[src/rtl/sd_cmd_engine.sv]
// rtl/sd_cmd_engine.sv - SD host command stage: CRC7 frame serialiser and R1/R7 response capture
module sd_cmd_engine #(
  parameter int RESP_TIMEOUT = 64,
  parameter int POST_CLKS    = 8
) (
  input  logic        SD_CLK,
  input  logic        rst_n,
  input  logic        cmd_valid,
  output logic        cmd_ready,
  input  logic [5:0]  cmd_index,
  input  logic [31:0] cmd_arg,
  input  logic        resp_wait,
  output logic        SD_CS,
  output logic        SD_DATAIN,
  input  logic        SD_DATAOUT,
  output logic        busy,
  output logic        resp_valid,
  output logic [47:0] resp_data,
  output logic        resp_crc_ok,
  output logic        resp_timeout
);

  typedef enum logic [2:0] {S_IDLE, S_SEND, S_WAIT, S_RECV, S_DONE, S_POST} state_t;

  state_t      state_q;
  logic [7:0]  cnt_q;
  logic [46:0] tx_sh_q;
  logic        rw_q;
  logic        cs_q;
  logic        din_q;
  logic        rv_q;
  logic [47:0] rd_q;
  logic        ok_q;
  logic        to_q;

  logic [47:0] tx_frame_d;
  logic [47:0] rx_shift_d;
  logic        rx_crc_ok_d;

  // CRC7, x^7 + x^3 + 1, zero seed, MSB first
  function automatic logic [6:0] crc7(input logic [39:0] d);
    logic [6:0] c;
    logic       fb;
    c = '0;
    for (int i = 39; i >= 0; i--) begin
      fb = d[i] ^ c[6];
      c  = {c[5:0], 1'b0} ^ (fb ? 7'h09 : 7'h00);
    end
    return c;
  endfunction

  // Outgoing frame built in parallel at accept; incoming word with the current bit appended
  always_comb begin
    tx_frame_d  = {2'b01, cmd_index, cmd_arg, crc7({2'b01, cmd_index, cmd_arg}), 1'b1};
    rx_shift_d  = {rd_q[46:0], SD_DATAOUT};
    rx_crc_ok_d = (rx_shift_d[7:1] == crc7(rx_shift_d[47:8]));
  end

  // Command/response FSM; one shared counter serves send, wait, receive and post phases
  always_ff @(posedge SD_CLK) begin
    if (!rst_n) begin
      state_q <= S_IDLE;
      cnt_q   <= '0;
      tx_sh_q <= '0;
      rw_q    <= 1'b0;
      cs_q    <= 1'b1;
      din_q   <= 1'b1;
      rv_q    <= 1'b0;
      rd_q    <= '0;
      ok_q    <= 1'b0;
      to_q    <= 1'b0;
    end else begin
      rv_q <= 1'b0;
      case (state_q)
        S_IDLE: begin
          cs_q  <= 1'b1;
          din_q <= 1'b1;
          if (cmd_valid) begin
            state_q <= S_SEND;
            cnt_q   <= 8'd48;
            cs_q    <= 1'b0;
            din_q   <= tx_frame_d[47];
            tx_sh_q <= tx_frame_d[46:0];
            rw_q    <= resp_wait;
            rd_q    <= '0;
            ok_q    <= 1'b0;
            to_q    <= 1'b0;
          end
        end
        S_SEND: begin
          if (cnt_q == 8'd1) begin
            din_q   <= 1'b1;
            cnt_q   <= rw_q ? 8'd0 : 8'(POST_CLKS);
            state_q <= rw_q ? S_WAIT : S_POST;
          end else begin
            cnt_q   <= cnt_q - 8'd1;
            din_q   <= tx_sh_q[46];
            tx_sh_q <= {tx_sh_q[45:0], 1'b1};
          end
        end
        S_WAIT: begin
          // A start bit on the final allowed sample wins over the timeout
          if (!SD_DATAOUT) begin
            rd_q    <= rx_shift_d;
            cnt_q   <= 8'd47;
            state_q <= S_RECV;
          end else if (cnt_q == 8'(RESP_TIMEOUT - 1)) begin
            to_q    <= 1'b1;
            rd_q    <= '1;
            ok_q    <= 1'b0;
            rv_q    <= 1'b1;
            state_q <= S_DONE;
          end else begin
            cnt_q <= cnt_q + 8'd1;
          end
        end
        S_RECV: begin
          rd_q <= rx_shift_d;
          if (cnt_q == 8'd1) begin
            ok_q    <= rx_crc_ok_d;
            rv_q    <= 1'b1;
            state_q <= S_DONE;
          end else begin
            cnt_q <= cnt_q - 8'd1;
          end
        end
        S_DONE: begin
          cnt_q   <= 8'(POST_CLKS);
          state_q <= S_POST;
        end
        S_POST: begin
          if (cnt_q == 8'd1) begin
            cs_q    <= 1'b1;
            state_q <= S_IDLE;
          end else begin
            cnt_q <= cnt_q - 8'd1;
          end
        end
        default: state_q <= S_IDLE;
      endcase
    end
  end

  assign cmd_ready    = (state_q == S_IDLE);
  assign busy         = (state_q != S_IDLE);
  assign SD_CS        = cs_q;
  assign SD_DATAIN    = din_q;
  assign resp_valid   = rv_q;
  assign resp_data    = rd_q;
  assign resp_crc_ok  = ok_q;
  assign resp_timeout = to_q;

endmodule

[config.mk]
export PLATFORM = sky130hd
export DESIGN_NAME = sd_cmd_engine
export DESIGN_NICKNAME = d
export VERILOG_FILES = /design/src/rtl/sd_cmd_engine.sv
export SDC_FILE = /design/constraint.sdc
export NUM_CORES = 1
export LEC_CHECK = 0
export CORE_UTILIZATION = 50
export DETAILED_ROUTE_END_ITERATION = 7
export DONT_BUFFER_PORTS = 1
export PLACE_DENSITY_LB_ADDON = 0.05
export SYNTH_ARGS = -nofsm -noshare
export SYNTH_HDL_FRONTEND = slang
export SYNTH_SLANG_ARGS = --single-unit
[constraint.sdc]
create_clock -name SD_CLK -period 2.4 [get_ports SD_CLK]
set_input_delay 0.36 -clock SD_CLK [delete_from_list [all_inputs] [get_ports SD_CLK]]
set_output_delay 0.36 -clock SD_CLK [all_outputs]
set_load 0.01 [all_outputs]
==> flow_metrics.tcl <==
set metrics [dict create \
    htree_levels 3 \
    synth_nets 823 \
    clock_skew_ps 7.788 \
    cts_root_buffer "clkbuf_16" \
    vias_per_cell 5.750 \
    wl_mm 17.44 \
    synthTopCellsByArea "dfxtp_1, xnor2_1, xnor3_1, nor2_1, a211oi_1" \
    min_path_type "primary input to flip-flop" \
    post-route-drc-count 0 \
    fp.dieH_um 117.1 \
    dr_total_vias 5785 \
    nNetsFinal 875 \
    cts_buffer_depth 2 \
    wl_per_cell_um 17.33 \
    cp-end-kind "flip-flop" \
    max-slew-margin-rel 0.6330 \
    max_slew.worst_pin.slew_ps 550.5 \
    ys_seq_area_frac 0.3388 \
    placed_area_um2 7453 \
    failed_checks "negative setup slack" \
    ys_ff_latch 112 \
    worst-setup-path-type "flip-flop to flip-flop" \
    drv_cap 0 \
    cts_inserted_buffers 9 \
    hold_start "rst_n" \
    fill_cells 1087 \
    grt_antenna_before_repair 0 \
    grt_pass1_vias 5387 \
    crit_slowest_cell "xnor3_2" \
    coreArea_um2 12770 \
    place_inst 976 \
    clock_latency_ps 360 \
    synth_ff_type "dfxtp_1" \
    die_area_um2 13700 \
    gp_congestion 0.8675 \
    synth.most_common_cell "nor2_1" \
    area_growth_pct 21.95 \
    globalRouteTotalUtil 0.2588 \
    synth_top_cell_area_share 0.3388 \
    fin_cells 1006 \
    dr.pass1.iters 5 \
    grt_overflow 0 \
    first_iter_violations 444 \
    critPathLaunchType "flip-flop" \
    status "finished with violations" \
    r2r_start "resp_data[31]" \
    syn_area_um2 6619 \
    setup_slack_ps -49.49 \
    synth_common_cells "nor2_1, dfxtp_1, nand2_1" \
    fp-row-count 41 \
    grt_setup_unrepaired "yes" \
    worstPathArrival_ps 2750 \
    setup_viol 1 \
    final_core_utilization 0.6319 \
    hold_violations 0 \
    setup_tns_ps -49.49 \
    cp_max_fo 3 \
    hold_path_end "SD_DATAIN" \
    clock_sinks 112 \
    cts_tree "yes" \
    fin_crit_ps 2449 \
    critPathMaxStageDelay_ps 500 \
    dp_hpwl_mm 12.20 \
    grt_max_degree 50 \
    io_buffers 0 \
    cp_cell_sequence "xnor2_2 > xnor3_2 > buf_4 > xnor3_1 > xnor2_1 > xnor2_1 > and3_4 > o211ai_1 > o21ai_1" \
    worstPathRequired_ps 2700 \
    worst_hold_path.num_cells 1 \
    drv_slew 0 \
    synth-edff-count 0 \
    io_pins 98 \
    synth.distinct_cells 49 \
    design_area_um2 8071 \
    crit_family "XOR/XNOR gates" \
    insertedDiodeCount 0 \
    critPathBufInv 1 \
    worstReg2RegEnd "resp_crc_ok" \
    avgSynthCellArea_um2 8.518 \
    yosys_warnings 0 \
    yosysTopAreaCell "dfxtp_1" \
    start_util 0.5182 \
    netlist_instances 777 \
    cp_common_cell "xnor2_1" \
    fmax_ghz 0.4082 \
    r2r_slack_ps -50 \
    ant_nets 0 \
    die_w_um 117.1 \
    fin_crit_sh 1.021 \
    grt_pass1_wl_mm 27.53 \
    async_flop_share 0 \
    drive_gt1_frac 0.2158 \
    r2r.worst_path.cells 9 \
    clkTransAtPathRegs_ps 80 \
]
[layout make-up]
class / instances / area, µm² / area share
multi-input cells: 593 / 4284 / 0.5308
flip-flops and latches: 112 / 2265 / 0.2806
repair buffers: 106 / 959.7 / 0.1189
clock buffers: 10 / 229.0 / 0.02837
well taps: 172 / 215.2 / 0.02666
clock inverters: 6 / 91.34 / 0.01132
inverters: 7 / 27.53 / 0.003410
[flip-flops by register name, summed over array words and instances (netlist names)]
signal,flops
resp_data,48
tx_sh_q,47
cnt_q,8
state_q,3
SD_CS,1
SD_DATAIN,1
resp_crc_ok,1
resp_timeout,1
resp_valid,1
rw_q,1
[how the worst max path moves through the flow]
stage               slack (ps)     endpoint           from  cells after the start
floorplan                  -50   tx_sh_q[6]    cmd_arg[28]                      8
global placement          -100   tx_sh_q[6]    cmd_arg[28]                      8
detailed placement        -240   tx_sh_q[6]    cmd_arg[28]                      8
CTS                        -60  resp_crc_ok  resp_data[37]                      8
global route              -150  resp_crc_ok  resp_data[38]                      9
finish                     -50  resp_crc_ok  resp_data[31]                      9
[repair_timing]
item / 4_1_cts / 5_1_grt
gates cloned: 0 / 2
hold buffers: 0 / 0
setup buffers: 4 / 8
gates resized for setup: 7 / 30
pin swaps: 15 / 17
endpoints found under the setup margin: 2 / 58
[per-stage QoR]
stage                     setup WS [ps]  hold slack, ps
after CTS                        -64.23           63.46
final                            -49.49           76.56
after floorplan                  -52.16           440.2
after detailed placement         -242.6           444.4
after global placement           -96.77           436.5
after global routing             -151.3           72.68
[per-layer routing]
layer / track usage / vias up / part of all wire
li1: - / 2823 / -
met1: 0.3690 / 2771 / 0.48
met2: 0.3976 / 171 / 0.45
met3: 0.04686 / 20 / 0.058
met4: 0.08101 / 0 / 0.013
met5: 0 / - / 0
[layout by cell type (no fill, tap or decap), drive strengths merged, types with 3 or more instances in the layout]
master  instances
o211ai          3
clkbuf         12
a31oi           3
o22ai           5
dfxtp         112
nor3           14
ha              3
and3            6
a311oi         38
a21oi          67
a22oi           9
nor2b           4
buf           104
nand2          97
o21ai          20
nor2          114
xnor3          31
mux2i           3
a211oi         51
xnor2          71
xor2           26
inv             9
nand3          10
[cells by family (layout without fill, tap and decap cells)]
logic type,Yosys count,in the layout,synth area share
and+or+nand+nor,254,254,0.1565
AOI/OAI and AO/OA,204,204,0.2055
xor gates and xnor gates,129,129,0.2454
DFF,112,112,0.3388
buffers and inverters,72,129,0.04367
adders and majority gates,3,3,0.005672
muxes,3,3,0.004537
Power is left out: the tool's default activity adds up to more than one toggle a clock period on the data nets, which glitch-free logic cannot reach.
